`config.mk`:
```
export PLATFORM = sky130hd
export DESIGN_NAME = act_pwl_pipe
export DESIGN_NICKNAME = d
export VERILOG_FILES = /design/src/rtl/act_pwl_pipe.sv
export SDC_FILE = /design/constraint.sdc
export NUM_CORES = 1
export LEC_CHECK = 0
export ABC_CLOCK_PERIOD_IN_PS = 10000
export CAP_MARGIN = 15
export CORE_AREA = 2 2 216 133
export CTS_CLUSTER_SIZE = 25
export DETAILED_ROUTE_END_ITERATION = 8
export DIE_AREA = 0 0 218 135
export PLACE_DENSITY = 0.78
export SETUP_SLACK_MARGIN = 0.5
export SLEW_MARGIN = 20
export SYNTH_ARGS = -nofsm -noshare
export SYNTH_HDL_FRONTEND = slang
export SYNTH_SLANG_ARGS = --single-unit
```
`constraint.sdc`:
```
create_clock -name clk -period 10 [get_ports clk]
set_input_delay 2 -clock clk [delete_from_list [all_inputs] [get_ports clk]]
set_output_delay 2 -clock clk [all_outputs]
set_load 0.005 [all_outputs]
```
`src/rtl/act_pwl_pipe.sv`:
```
`default_nettype none
// ============================================================================
// Module      : act_pwl_pipe
// Description : Multi-lane, 3-stage pipelined piecewise-linear tanh/sigmoid
//               activation with valid/ready backpressure. Lane k of a beat
//               lives at bits [k*WIDTH +: WIDTH]; mode and last travel with
//               the beat. Optional saturated-lane counter is enabled by
//               defining the macro ACT_SAT_CNT_EN.
// Revision    : 1.0 - initial release
// ============================================================================
module act_pwl_pipe #(
  parameter int WIDTH = 16,
  parameter int FRAC  = 12,
  parameter int LANES = 4
) (
  input  logic                     clk,
  input  logic                     rst,
  input  logic                     in_valid,
  output logic                     in_ready,
  input  logic [LANES*WIDTH-1:0]   in_data,
  input  logic                     in_mode,
  input  logic                     in_last,
  output logic                     out_valid,
  input  logic                     out_ready,
  output logic [LANES*WIDTH-1:0]   out_data,
  output logic                     out_last
`ifdef ACT_SAT_CNT_EN
  ,
  input  logic                     sat_cnt_clr,
  output logic [31:0]              sat_cnt
`endif
);

  // Fixed-point constants in Q(FRAC); WIDTH-FRAC >= 3 keeps 2.5 representable
  // and FRAC >= 4 keeps 0.6875 exact.
  localparam logic [WIDTH-1:0] C_ONE      = {{(WIDTH-FRAC-1){1'b0}}, 1'b1, {FRAC{1'b0}}};
  localparam logic [WIDTH-1:0] C_HALF     = C_ONE >> 1;
  localparam logic [WIDTH-1:0] C_QUART    = C_ONE >> 2;
  localparam logic [WIDTH-1:0] C_ONE_HALF = C_ONE + C_HALF;
  localparam logic [WIDTH-1:0] C_TWO_HALF = (C_ONE << 1) + C_HALF;
  localparam logic [WIDTH-1:0] C_P6875    = C_HALF + (C_ONE >> 3) + (C_ONE >> 4);
  localparam logic [WIDTH-1:0] C_MAX_POS  = {1'b0, {(WIDTH-1){1'b1}}};
  localparam logic [WIDTH-1:0] C_MOST_NEG = {1'b1, {(WIDTH-1){1'b0}}};

  // Global advance: every stage shifts together whenever the output slot
  // is empty or being consumed.
  logic adv;

  // Stage 1 registers: sign and (pre-scaled) magnitude per lane.
  logic                         s1_valid_q, s1_valid_d;
  logic                         s1_mode_q,  s1_mode_d;
  logic                         s1_last_q,  s1_last_d;
  logic [LANES-1:0]             s1_sign_q,  s1_sign_d;
  logic [LANES-1:0][WIDTH-1:0]  s1_mag_q,   s1_mag_d;

  // Stage 2 registers: unsigned segment result t per lane.
  logic                         s2_valid_q, s2_valid_d;
  logic                         s2_mode_q,  s2_mode_d;
  logic                         s2_last_q,  s2_last_d;
  logic [LANES-1:0]             s2_sign_q,  s2_sign_d;
  logic [LANES-1:0][WIDTH-1:0]  s2_t_q,     s2_t_d;

  // Stage 3 (output) registers.
  logic                         out_valid_q, out_valid_d;
  logic                         out_last_q,  out_last_d;
  logic [LANES*WIDTH-1:0]       out_data_q,  out_data_d;

  // Combinational per-stage datapath results.
  logic [LANES-1:0]             w_sign1;
  logic [LANES-1:0][WIDTH-1:0]  w_mag1;
  logic [LANES-1:0][WIDTH-1:0]  w_t2;
  logic [LANES-1:0][WIDTH-1:0]  w_y3;
  logic [LANES-1:0][WIDTH-1:0]  w_h3;

  assign adv       = !out_valid_q || out_ready;
  assign in_ready  = adv;
  assign out_valid = out_valid_q;
  assign out_last  = out_last_q;
  assign out_data  = out_data_q;

  // Stage 1 datapath: split sign/magnitude, saturate the most negative code,
  // halve the magnitude for sigmoid (sigma(x) = 0.5 + 0.5*tanh(x/2)).
  always_comb begin
    w_sign1 = '0;
    w_mag1  = '0;
    for (int k = 0; k < LANES; k++) begin
      w_sign1[k] = in_data[k*WIDTH + WIDTH - 1];
      if (in_data[k*WIDTH +: WIDTH] == C_MOST_NEG) begin
        w_mag1[k] = C_MAX_POS;
      end else if (w_sign1[k]) begin
        w_mag1[k] = -in_data[k*WIDTH +: WIDTH];
      end else begin
        w_mag1[k] = in_data[k*WIDTH +: WIDTH];
      end
      if (in_mode) begin
        w_mag1[k] = w_mag1[k] >> 1;
      end
    end
  end

  // Stage 2 datapath: five-segment piecewise-linear approximation of tanh(m).
  always_comb begin
    w_t2 = '0;
    for (int k = 0; k < LANES; k++) begin
      if (s1_mag_q[k] < C_HALF) begin
        w_t2[k] = s1_mag_q[k];
      end else if (s1_mag_q[k] < C_ONE) begin
        w_t2[k] = C_QUART + (s1_mag_q[k] >> 1);
      end else if (s1_mag_q[k] < C_ONE_HALF) begin
        w_t2[k] = C_HALF + (s1_mag_q[k] >> 2);
      end else if (s1_mag_q[k] < C_TWO_HALF) begin
        w_t2[k] = C_P6875 + (s1_mag_q[k] >> 3);
      end else begin
        w_t2[k] = C_ONE;
      end
    end
  end

  // Stage 3 datapath: restore sign (tanh) or map to 0.5 +/- t/2 (sigmoid).
  always_comb begin
    w_y3 = '0;
    w_h3 = '0;
    for (int k = 0; k < LANES; k++) begin
      w_h3[k] = s2_t_q[k] >> 1;
      if (!s2_mode_q) begin
        w_y3[k] = s2_sign_q[k] ? -s2_t_q[k] : s2_t_q[k];
      end else begin
        w_y3[k] = s2_sign_q[k] ? (C_HALF - w_h3[k]) : (C_HALF + w_h3[k]);
      end
    end
  end

  // Pipeline next-state: hold everything unless advancing; data registers
  // only load behind a valid beat so bubbles do not toggle the datapath.
  always_comb begin
    s1_valid_d  = s1_valid_q;
    s1_mode_d   = s1_mode_q;
    s1_last_d   = s1_last_q;
    s1_sign_d   = s1_sign_q;
    s1_mag_d    = s1_mag_q;
    s2_valid_d  = s2_valid_q;
    s2_mode_d   = s2_mode_q;
    s2_last_d   = s2_last_q;
    s2_sign_d   = s2_sign_q;
    s2_t_d      = s2_t_q;
    out_valid_d = out_valid_q;
    out_last_d  = out_last_q;
    out_data_d  = out_data_q;
    if (adv) begin
      s1_valid_d  = in_valid;
      s2_valid_d  = s1_valid_q;
      out_valid_d = s2_valid_q;
      if (in_valid) begin
        s1_mode_d = in_mode;
        s1_last_d = in_last;
        s1_sign_d = w_sign1;
        s1_mag_d  = w_mag1;
      end
      if (s1_valid_q) begin
        s2_mode_d = s1_mode_q;
        s2_last_d = s1_last_q;
        s2_sign_d = s1_sign_q;
        s2_t_d    = w_t2;
      end
      if (s2_valid_q) begin
        out_last_d = s2_last_q;
        out_data_d = w_y3;
      end
    end
  end

  // Pipeline state registers; asynchronous reset discards in-flight beats.
  always_ff @(posedge clk or posedge rst) begin
    if (rst) begin
      s1_valid_q  <= 1'b0;
      s1_mode_q   <= 1'b0;
      s1_last_q   <= 1'b0;
      s1_sign_q   <= '0;
      s1_mag_q    <= '0;
      s2_valid_q  <= 1'b0;
      s2_mode_q   <= 1'b0;
      s2_last_q   <= 1'b0;
      s2_sign_q   <= '0;
      s2_t_q      <= '0;
      out_valid_q <= 1'b0;
      out_last_q  <= 1'b0;
      out_data_q  <= '0;
    end else begin
      s1_valid_q  <= s1_valid_d;
      s1_mode_q   <= s1_mode_d;
      s1_last_q   <= s1_last_d;
      s1_sign_q   <= s1_sign_d;
      s1_mag_q    <= s1_mag_d;
      s2_valid_q  <= s2_valid_d;
      s2_mode_q   <= s2_mode_d;
      s2_last_q   <= s2_last_d;
      s2_sign_q   <= s2_sign_d;
      s2_t_q      <= s2_t_d;
      out_valid_q <= out_valid_d;
      out_last_q  <= out_last_d;
      out_data_q  <= out_data_d;
    end
  end

`ifdef ACT_SAT_CNT_EN
  localparam int CNT_W = $clog2(LANES + 1);

  // Saturation flags follow their beat through stages 2 and 3 so the count
  // is credited only when the beat actually retires.
  logic [LANES-1:0]  s2_sat_q,    s2_sat_d;
  logic [CNT_W-1:0]  out_nsat_q,  out_nsat_d;
  logic [31:0]       sat_cnt_q,   sat_cnt_d;
  logic [LANES-1:0]  w_sat2;
  logic [CNT_W-1:0]  w_nsat3;
  logic [32:0]       w_sum;

  assign sat_cnt = sat_cnt_q;

  // Per-beat saturated-lane flags and population count.
  always_comb begin
    w_sat2  = '0;
    w_nsat3 = '0;
    for (int k = 0; k < LANES; k++) begin
      w_sat2[k] = (s1_mag_q[k] >= C_TWO_HALF);
      w_nsat3   = w_nsat3 + CNT_W'(s2_sat_q[k]);
    end
  end

  // Counter next-state: clear dominates; the add clamps at all-ones.
  always_comb begin
    s2_sat_d   = s2_sat_q;
    out_nsat_d = out_nsat_q;
    sat_cnt_d  = sat_cnt_q;
    w_sum      = {1'b0, sat_cnt_q} + 33'(out_nsat_q);
    if (adv && s1_valid_q) begin
      s2_sat_d = w_sat2;
    end
    if (adv && s2_valid_q) begin
      out_nsat_d = w_nsat3;
    end
    if (sat_cnt_clr) begin
      sat_cnt_d = '0;
    end else if (out_valid_q && out_ready) begin
      sat_cnt_d = w_sum[32] ? 32'hFFFF_FFFF : w_sum[31:0];
    end
  end

  // Counter state registers.
  always_ff @(posedge clk or posedge rst) begin
    if (rst) begin
      s2_sat_q   <= '0;
      out_nsat_q <= '0;
      sat_cnt_q  <= '0;
    end else begin
      s2_sat_q   <= s2_sat_d;
      out_nsat_q <= out_nsat_d;
      sat_cnt_q  <= sat_cnt_d;
    end
  end
`endif

endmodule
`default_nettype wire

```
==> impl_metrics.yaml, run 1 <==
sta:
  tns_ns: 0
  finalHoldViolCount: 0
  max_slew_margin_pct: 26.4
  period_needed_ns: 5.49
  setup_viol: 0
  worstMarginPinSlew_ns: 1.09
  finClkSkew_ns: 0.0109
  period_share_pct: 54.9
  setup_ws_ns: 4.51
  rsz0062_at_grt: "false"
  drv_slew: 0
  clock.fmax_mhz: 182
power_and_ir_drop:
  peakVddDrop_uv: 178
  cellPowerDensity_nw_per_um2: 284
  leakage_nw: 6.80
global_route:
  antenna_found_initial: 0
  grt_use_met1_pct: 36.7
  grt_pass1_vias: 13200
  track_usage_pct: 27.0
  grt_max_degree: 140
  met3_usage_pct: 3.04
  gr-total-overflow: 0
  use_met2_pct: 45.9
  grt_pass1_wl_um: 66000
  busiest_layer: "met2"
placed_design:
  io_buffers: 136
  dpl.cell_count: 2101
  place_ws_ns: 4.53
  place.gp.congestion: 0.911
  dp.final_hpwl_um: 28000
logic_synthesis:
  synth_top_area_share_pct: 35.1
  synthDistinctLibCells: 80
  synth_ff_type: "dfrtp_1"
  synth_nets: 1845
  yosys_register_bits: 208
  synth_commonest_cells: "dfrtp_1 (208), nand2_1 (196), o21ai_0 (136)"
  syn_avg_cell_area_sq_um: 8.56
  synth.yosys.seq_area_share_pct: 35.1
  yosysWarnings: 0
  netlist_instances: 1735
  async_flop_share_pct: 100
  synth_most_common_cell: "dfrtp_1"
  syn_area_sq_um: 14800
  synth_largest_area_cell: "dfrtp_1"
  synth_area_leaders: "dfrtp_1 (35%), nand2_1 (5.0%), mux2i_1 (4.9%)"
  synth_edf_count: 0
cts:
  cts.path.max_buffers: 3
  clk_latency_ns: 0.52
  cts_buffers: 21
  ctsHoldBuffers: 0
  clkSinkCount: 208
  tritoncts: "built"
  h-tree-depth: 1
  cts-root-buf: "clkbuf_16"
  cts_setup_buffers: 0
  clk_pin_slew_ns: 0.07
  cts-resized-gates: 0
run:
  cap_violations: 0
die:
  ioPinCount: 137
  die-area_sq_um: 29400
  core_region_area_sq_um: 27300
  die_h_um: 135
  initial_core_util_pct: 54.4
  num_rows: 47
  die_w_um: 218
min_path:
  hold_class: "reg2reg"
  hp-start: "out_data[1]"
layout:
  drive_gt1_share_pct: 5.99
  finalNetCount: 1868
  n_antenna_cell: 0
  utilization_pct: 62.3
  stdcell_count: 2138
  syn2layout_area_growth_pct: 14.5
  n_fill_cell: 2344
drt:
  viasPerCell: 6.39
  dr_total_vias: 13700
  wl_per_cell_um: 18.6
  routed_wirelength_um: 39800
  first_pass_iters: 6
  remaining_drc_errors: 0
  drtAntennaViolNets: 0
  drtIter0Drc: 1484
setup_path:
  reg2reg_from: "out_valid"
  worstSetupStartpoint: "out_ready"
  required_ns: 8.00
  path_class: "in2out"
  startpoint_type: "input port"
  arrival_ns: 3.49
  cp_max_fo: 8
  critPathCaptureType: "output port"
status:
  outcome: "completed"
worst max-delay path: stages:
cell and delay, ns:
clkdlybuf4s50_1 0.40, nor2b_1 0.34, inv_1 0.26, clkdlybuf4s50_1 0.50
per-layer routing:
layer	up-vias	part of all wire [%]
li1	6397	-
met1	6686	44
met2	496	49
met3	77	5.5
met4	0	2.1
met5	-	0
logic make-up (layout without fill, tap and decap cells):
logic type      Yosys count  count (layout)  share of synthesized area (%)
compound gates          528             528                           24.5
simple gates            518             518                           16.9
buf+inv                 215             251                           5.49
flops                   208             208                           35.1
xor+xnor                138             138                           8.14
mux                      88              88                           6.51
fa+ha+maj                40              40                           3.37
worst paths after layout:
path | end | slack [ns] | depth (start not counted)
min in group asynchronous | out_data[4] | 1.85 | 2
min reg2reg | out_data[1] | 0.47 | 2
max reg2reg | out_data[28] | 7.28 | 8
max in group asynchronous | s1_sign_q[3] | 6.95 | 3
max | in_ready | 4.51 | 4
min | out_data[1] | 0.47 | 2
cells in the final DEF, fill, tap and decap left out, types with 10 or more instances in the layout:
master,synthesis,layout
nor2b_1,19,19
nor2_1,114,113
nand3_1,23,23
xnor2_1,68,68
o221ai_1,28,28
inv_1,60,59
nor3_1,24,24
a22oi_1,18,18
clkdlybuf4s50_1,0,135
or2_2,11,11
o21a_1,10,10
buf_4,0,15
mux2i_1,73,73
nand2_1,196,194
a31oi_1,17,17
o211ai_1,18,18
nor4_1,18,17
o31ai_1,53,53
a21oi_1,72,72
clkbuf_16,0,21
o22a_1,25,25
nand2b_1,15,15
xor2_1,70,70
or3_1,23,23
ha_1,40,40
dfrtp_1,208,207
a221oi_1,16,16
o41ai_1,35,35
or4_1,23,23
o22ai_1,21,21
o21ai_0,136,136
stage by stage:
step	total power (W)	instance area, sq um	hold slack (ns)
after floorplan	0.00317	14800	0.439
after global placement	0.00384	16200	0.462
after detailed placement	0.00391	16200	0.462
after CTS	0.00481	17000	0.477
after global routing	0.00517	17000	0.507
final	0.00482	17000	0.474
power breakdown:
| part | switching, W | total, W | internal [W] |
|---|---|---|---|
| sequential | 0.000516 | 0.00167 | 0.00115 |
| clock | 0.000348 | 0.000878 | 0.000530 |
| combinational | 0.00120 | 0.00228 | 0.00108 |
| total | 0.00206 | 0.00482 | 0.00276 |
sequential cells by signal, summed over array words and instances (netlist names):
name / cells
out_data: 64
out_last: 1
out_valid: 1
s1_last_q: 1
s1_mag_q: 64
s1_mode_q: 1
s1_sign_q: 4
s1_valid_q: 1
s2_last_q: 1
s2_mode_q: 1
s2_sign_q: 4
s2_t_q: 64
s2_valid_q: 1
layout make-up:
cell class / instances / area (sq um) / area share (%)
Clock buffer: 25 / 561 / 3.30
Clock inverter: 11 / 189 / 1.11
Inverter: 63 / 244 / 1.43
Multi-Input combinational cell: 1312 / 8850 / 52.0
Sequential cell: 208 / 5210 / 30.6
Tap cell: 367 / 459 / 2.70
Timing Repair Buffer: 152 / 1500 / 8.80
No activity file was read; power rests on OpenSTA's default activity.
==> run 2: changes to the inputs <==
--- a/config.mk
+++ b/config.mk
@@ -5,13 +5,13 @@
 export SDC_FILE = /design/constraint.sdc
 export NUM_CORES = 1
 export LEC_CHECK = 0
-export ABC_CLOCK_PERIOD_IN_PS = 10000
+export ABC_CLOCK_PERIOD_IN_PS = 4620
 export CAP_MARGIN = 15
-export CORE_AREA = 2 2 216 133
+export CORE_AREA = 2 2 220 135
 export CTS_CLUSTER_SIZE = 25
 export DETAILED_ROUTE_END_ITERATION = 8
-export DIE_AREA = 0 0 218 135
-export PLACE_DENSITY = 0.78
+export DIE_AREA = 0 0 222 137
+export PLACE_DENSITY = 0.79
 export SETUP_SLACK_MARGIN = 0.5
 export SLEW_MARGIN = 20
 export SYNTH_ARGS = -nofsm -noshare
==> constraint.sdc (replaced) <==
create_clock -name clk -period 4.62 [get_ports clk]
set_input_delay 0.924 -clock clk [delete_from_list [all_inputs] [get_ports clk]]
set_output_delay 0.924 -clock clk [all_outputs]
set_load 0.005 [all_outputs]
==> run 2 against run 1 <==
  * First-iteration DRC count grew 5.7%
  * Wire length is 2.2% higher
  * Clock skew is 0.013 ns higher
  * Sequential power grew 120%
  * Via count grew 0.57%
  * Register-to-register slack worse by 5.4 ns
  * Sequential share of layout area barely moved
  * Die area is 3.3% higher
==> impl_metrics.yaml, run 2 (synthesized netlist as in run 1, its figures left out) <==
cts:
  cts_setup_buffers: 0
  clk_latency_ns: 0.53
  clkSinkCount: 208
  cts.path.max_buffers: 3
  h-tree-depth: 1
  tritoncts: "built"
  ctsHoldBuffers: 0
  cts_buffers: 21
  cts-root-buf: "clkbuf_16"
  clk_pin_slew_ns: 0.06
  cts-resized-gates: 0
layout:
  drive_gt1_share_pct: 6.36
  utilization_pct: 59.9
  final_cell_mix: "dfrtp_1 (207), nand2_1 (194), o21ai_0 (136)"
  n_antenna_cell: 0
  syn2layout_area_growth_pct: 14.6
  n_fill_cell: 2493
  stdcell_count: 2152
  finalNetCount: 1873
  final_common_cell: "dfrtp_1"
setup_path:
  worstSetupStartpoint: "out_ready"
  crit_chain: "clkdlybuf4s50_1, nor2b_1, inv_1, clkdlybuf4s50_1"
  cp_max_fo: 8
  ff2ff_setup_slack_ns: 1.93
  required_ns: 3.70
  arrival_ns: 2.37
  path_class: "in2out"
  r2r_end: "out_data[63]"
  worstSetupEndpoint: "in_ready"
  worst-r2r-cell-count: 7
  cpPeakStageDelay_ns: 0.52
  startpoint_type: "input port"
  reg2reg_from: "s2_t_q[50]"
  critPathCaptureType: "output port"
  slowest_stage: "clkdlybuf4s50_1"
  cpMostUsedCell: "clkdlybuf4s50_1"
die:
  die-area_sq_um: 30400
  initial_core_util_pct: 52.3
  die_h_um: 137
  die_w_um: 222
  num_rows: 48
  core_region_area_sq_um: 28400
  ioPinCount: 137
power_and_ir_drop:
  switching_power_w: 0.00451
  finalPower_w: 0.0104
  intPower_w: 0.00585
  leakage_nw: 6.81
  clockPowerShare_pct: 17.2
  peakVddDrop_uv: 375
  cellPowerDensity_nw_per_um2: 609
  p_sw_share_pct: 43.6
  seqPwrFrac_pct: 35.2
  combPwrFrac_pct: 47.7
sta:
  setup_viol: 0
  period_needed_ns: 3.29
  finClkSkew_ns: 0.0238
  setup_ws_ns: 1.33
  max_slew_margin_pct: 29.8
  rsz0062_at_grt: "false"
  tns_ns: 0
  period_share_pct: 71.2
  finalHoldViolCount: 0
  clock.fmax_mhz: 304
  worstMarginPinSlew_ns: 1.05
  drv_slew: 0
drt:
  viasPerCell: 6.38
  routed_wirelength_um: 40700
  remaining_drc_errors: 0
  wl_per_cell_um: 18.9
  dr_total_vias: 13700
  drtAntennaViolNets: 0
  first_pass_iters: 7
  drtIter0Drc: 1569
global_route:
  track_usage_pct: 26.6
  grt_use_met1_pct: 35.4
  use_met2_pct: 46.4
  busiest_layer: "met2"
  antenna_found_initial: 0
  met3_usage_pct: 3.52
  gr-total-overflow: 0
  grt_max_degree: 72
  grt_pass1_vias: 13100
  grt_pass1_wl_um: 66700
placed_design:
  place.gp.congestion: 0.896
  dpl.cell_count: 2115
  dp.final_hpwl_um: 29200
  place_ws_ns: 1.09
  io_buffers: 136
run:
  cap_violations: 0
min_path:
  hold_class: "reg2reg"
status:
  outcome: "completed"
run 2: worst min path at each step:
stage | slack [ns] | from | to | depth (start not counted)
floorplan | 0.44 | s2_last_q | out_last | 2
global placement | 0.46 | out_data[1] | out_data[1] | 2
detailed placement | 0.46 | s2_last_q | s2_last_q | 2
CTS | 0.48 | s2_last_q | s2_last_q | 2
global route | 0.51 | s2_last_q | s2_last_q | 2
finish | 0.48 | s2_last_q | s2_last_q | 2
run 2: critical path: cells and delay by family:
kind / cells / cell delay (ns)
buffers and inverters: 3 / 1.16
AND/OR/NAND/NOR: 1 / 0.28
run 2: per-layer routing:
metal	vias up	routed length (um)
li1	6423	-
met1	6803	17700
met2	441	20000
met3	67	2200
met4	0	782
met5	-	0
run 2: power by group through the flow:
stage / Combinational (W) / Sequential, W / Clock [W]
floorplan: 0.00387 / 0.00299 / 0
global placement: 0.00474 / 0.00360 / 0
detailed placement: 0.00489 / 0.00364 / 0
CTS: 0.00492 / 0.00361 / 0.00181
global route: 0.00546 / 0.00377 / 0.00189
finish: 0.00494 / 0.00364 / 0.00178
run 2: cell type report:
class | instances | area (sq um) | share of cell area [%]
multi-input cells | 1312 | 8860 | 52.1
inverters | 63 | 240 | 1.41
flip-flops and latches | 208 | 5210 | 30.6
clock buffers | 28 | 592 | 3.48
well taps | 375 | 469 | 2.76
repair buffers | 157 | 1540 | 9.05
clock inverters | 9 | 105 | 0.618
run 2: per-stage QoR:
step / instance area [sq um] / hold slack (ns)
finish: 17000 / 0.477
global placement: 16300 / 0.462
floorplan: 14900 / 0.439
CTS: 17000 / 0.478
detailed placement: 16300 / 0.462
global route: 17000 / 0.507
==> run 3: changes to the inputs <==
--- a/config.mk
+++ b/config.mk
@@ -5,13 +5,13 @@
 export SDC_FILE = /design/constraint.sdc
 export NUM_CORES = 1
 export LEC_CHECK = 0
-export ABC_CLOCK_PERIOD_IN_PS = 4620
+export ABC_CLOCK_PERIOD_IN_PS = 3300
 export CAP_MARGIN = 15
-export CORE_AREA = 2 2 220 135
+export CORE_AREA = 2 2 216 133
 export CTS_CLUSTER_SIZE = 25
 export DETAILED_ROUTE_END_ITERATION = 8
-export DIE_AREA = 0 0 222 137
-export PLACE_DENSITY = 0.79
+export DIE_AREA = 0 0 218 135
+export PLACE_DENSITY = 0.78
 export SETUP_SLACK_MARGIN = 0.5
 export SLEW_MARGIN = 20
 export SYNTH_ARGS = -nofsm -noshare
==> constraint.sdc (replaced) <==
create_clock -name clk -period 3.3 [get_ports clk]
set_input_delay 0.66 -clock clk [delete_from_list [all_inputs] [get_ports clk]]
set_output_delay 0.66 -clock clk [all_outputs]
set_load 0.005 [all_outputs]
==> run 3 against run 2 <==
  * Non-clock buffer count is 24 higher
  * Worst setup slack worse by 0.74 ns
  * Register-to-register slack worse by 1.3 ns
  * Critical path type unchanged
  * Critical endpoint unchanged
  * Largest cell class unchanged
  * Total power is 42% higher
  * Sequential share of layout area is 0.38 points lower
==> impl_metrics.yaml, run 3 (synthesized netlist as in run 1, its figures left out) <==
setup_path:
  crit_chain: "clkdlybuf4s50_1, nor2b_2, inv_1, buf_4, clkdlybuf4s50_1"
  slowest_stage: "clkdlybuf4s50_1"
  cpPeakStageDelay_ns: 0.45
  arrival_ns: 2.05
  cpMostUsedCell: "clkdlybuf4s50_1"
  critPathTopFamily: "buffers and inverters"
  critPathCaptureType: "output port"
  cp_num_buf_inv: 4
  cp_max_fo: 7
  required_ns: 2.64
  startpoint_type: "input port"
  path_class: "in2out"
power_and_ir_drop:
  peakVddDrop_uv: 589
  leakage_nw: 6.93
  cellPowerDensity_nw_per_um2: 853
run:
  cap_violations: 0
sta:
  finalHoldViolCount: 0
  finClkSkew_ns: 0.0119
  setup_viol: 0
  setup_ws_ns: 0.590
  worstMarginPinSlew_ns: 1.00
  clock.fmax_mhz: 369
  period_share_pct: 82.1
  period_needed_ns: 2.71
  holdWs_ns: 0.475
  max_slew_margin_pct: 33.2
  rsz0062_at_grt: "false"
  drv_slew: 0
layout:
  finalNetCount: 1897
  n_antenna_cell: 0
  final_common_cell: "dfrtp_1"
  final_cell_mix: "dfrtp_1 (207), nand2_1 (194), o21ai_0 (136)"
  drive_gt1_share_pct: 7.50
  stdcell_area_sq_um: 17200
  stdcell_count: 2167
  syn2layout_area_growth_pct: 16.0
cts:
  clkSinkCount: 208
  cts-root-buf: "clkbuf_16"
  cts_buffers: 21
  ctsHoldBuffers: 0
  clk_pin_slew_ns: 0.06
  cts_setup_buffers: 0
  cts-resized-gates: 0
  clk_latency_ns: 0.51
  tritoncts: "built"
  h-tree-depth: 1
  cts.path.max_buffers: 3
min_path:
  hold_class: "reg2reg"
global_route:
  track_usage_pct: 28.1
  grt_max_degree: 67
  antenna_found_initial: 0
  grt_pass1_vias: 13400
  grt_pass1_wl_um: 68200
  gr-total-overflow: 0
drt:
  dr_total_vias: 13800
  viasPerCell: 6.38
  first_pass_iters: 5
  drtAntennaViolNets: 0
  routed_wirelength_um: 41100
  wl_per_cell_um: 19.0
  drtIter0Drc: 1416
  remaining_drc_errors: 0
placed_design:
  placed_area_sq_um: 16500
  place_ws_ns: 0.0533
  dpl.cell_count: 2131
  place.gp.congestion: 0.911
  dp.final_hpwl_um: 29300
  io_buffers: 136
status:
  outcome: "completed"
die:
  core_region_area_sq_um: 27300
  num_rows: 47
  initial_core_util_pct: 54.4
  die_w_um: 218
  die_h_um: 135
  ioPinCount: 137
  die-area_sq_um: 29400
[run 3: worst reg2reg max path, stage by stage, from the launching register on]
cell      delay (ns)
dfrtp_1         0.47
inv_1           0.09
ha_1            0.15
or3b_2          0.54
or3_4           0.44
o41ai_2         0.33
xor2_1          0.11
a221oi_1        0.37
[run 3: report_power, final]
group,total (W),internal [W],switching [W],leakage [nW]
Sequential,0.00495,0.00349,0.00146,2.53
Combinational,0.00718,0.00337,0.00382,4.05
Clock,0.00257,0.00153,0.00104,0.349
Total,0.0147,0.00839,0.00631,6.93
[run 3: area by class of cell]
cell class	count	area, sq um
fill	2318	10100
multi-input combinational	1312	8870
sequential	208	5210
timing repair buffer	181	1740
clock buffer	29	576
tap	367	459
inverter	63	240
clock inverter	7	135
[run 3: final timing paths]
check                               end  cells after the start   startpoint  slack [ns]
setup / recovery               in_ready                      5    out_ready        0.59
hold / removal              out_data[3]                      2  out_data[3]        0.47
setup reg to reg           out_data[63]                      7   s2_t_q[50]        0.68
hold reg to reg             out_data[3]                      2  out_data[3]        0.47
max in group asynchronous  out_data[57]                      3          rst        1.95
min in group asynchronous   s1_mag_q[5]                      2          rst        0.54
[run 3: per-stage QoR]
stage	TNS (ns)	util [%]	total power, W
4_1_cts	0	63.1	0.0147
2_1_floorplan	-12.53	-	0.00961
3_3_place_gp	0	60.5	0.0118
3_5_place_dp	0	60.5	0.0120
5_1_grt	0	63.1	0.0158
6_report	0	63.1	0.0147
[run 3: metal layers]
metal,wire [um],vias to the layer above,GRT usage (%)
li1,-,6457,-
met1,18300,6832,39.0
met2,19800,469,47.1
met3,2140,68,3.33
met4,836,0,6.84
met5,0,-,0.500
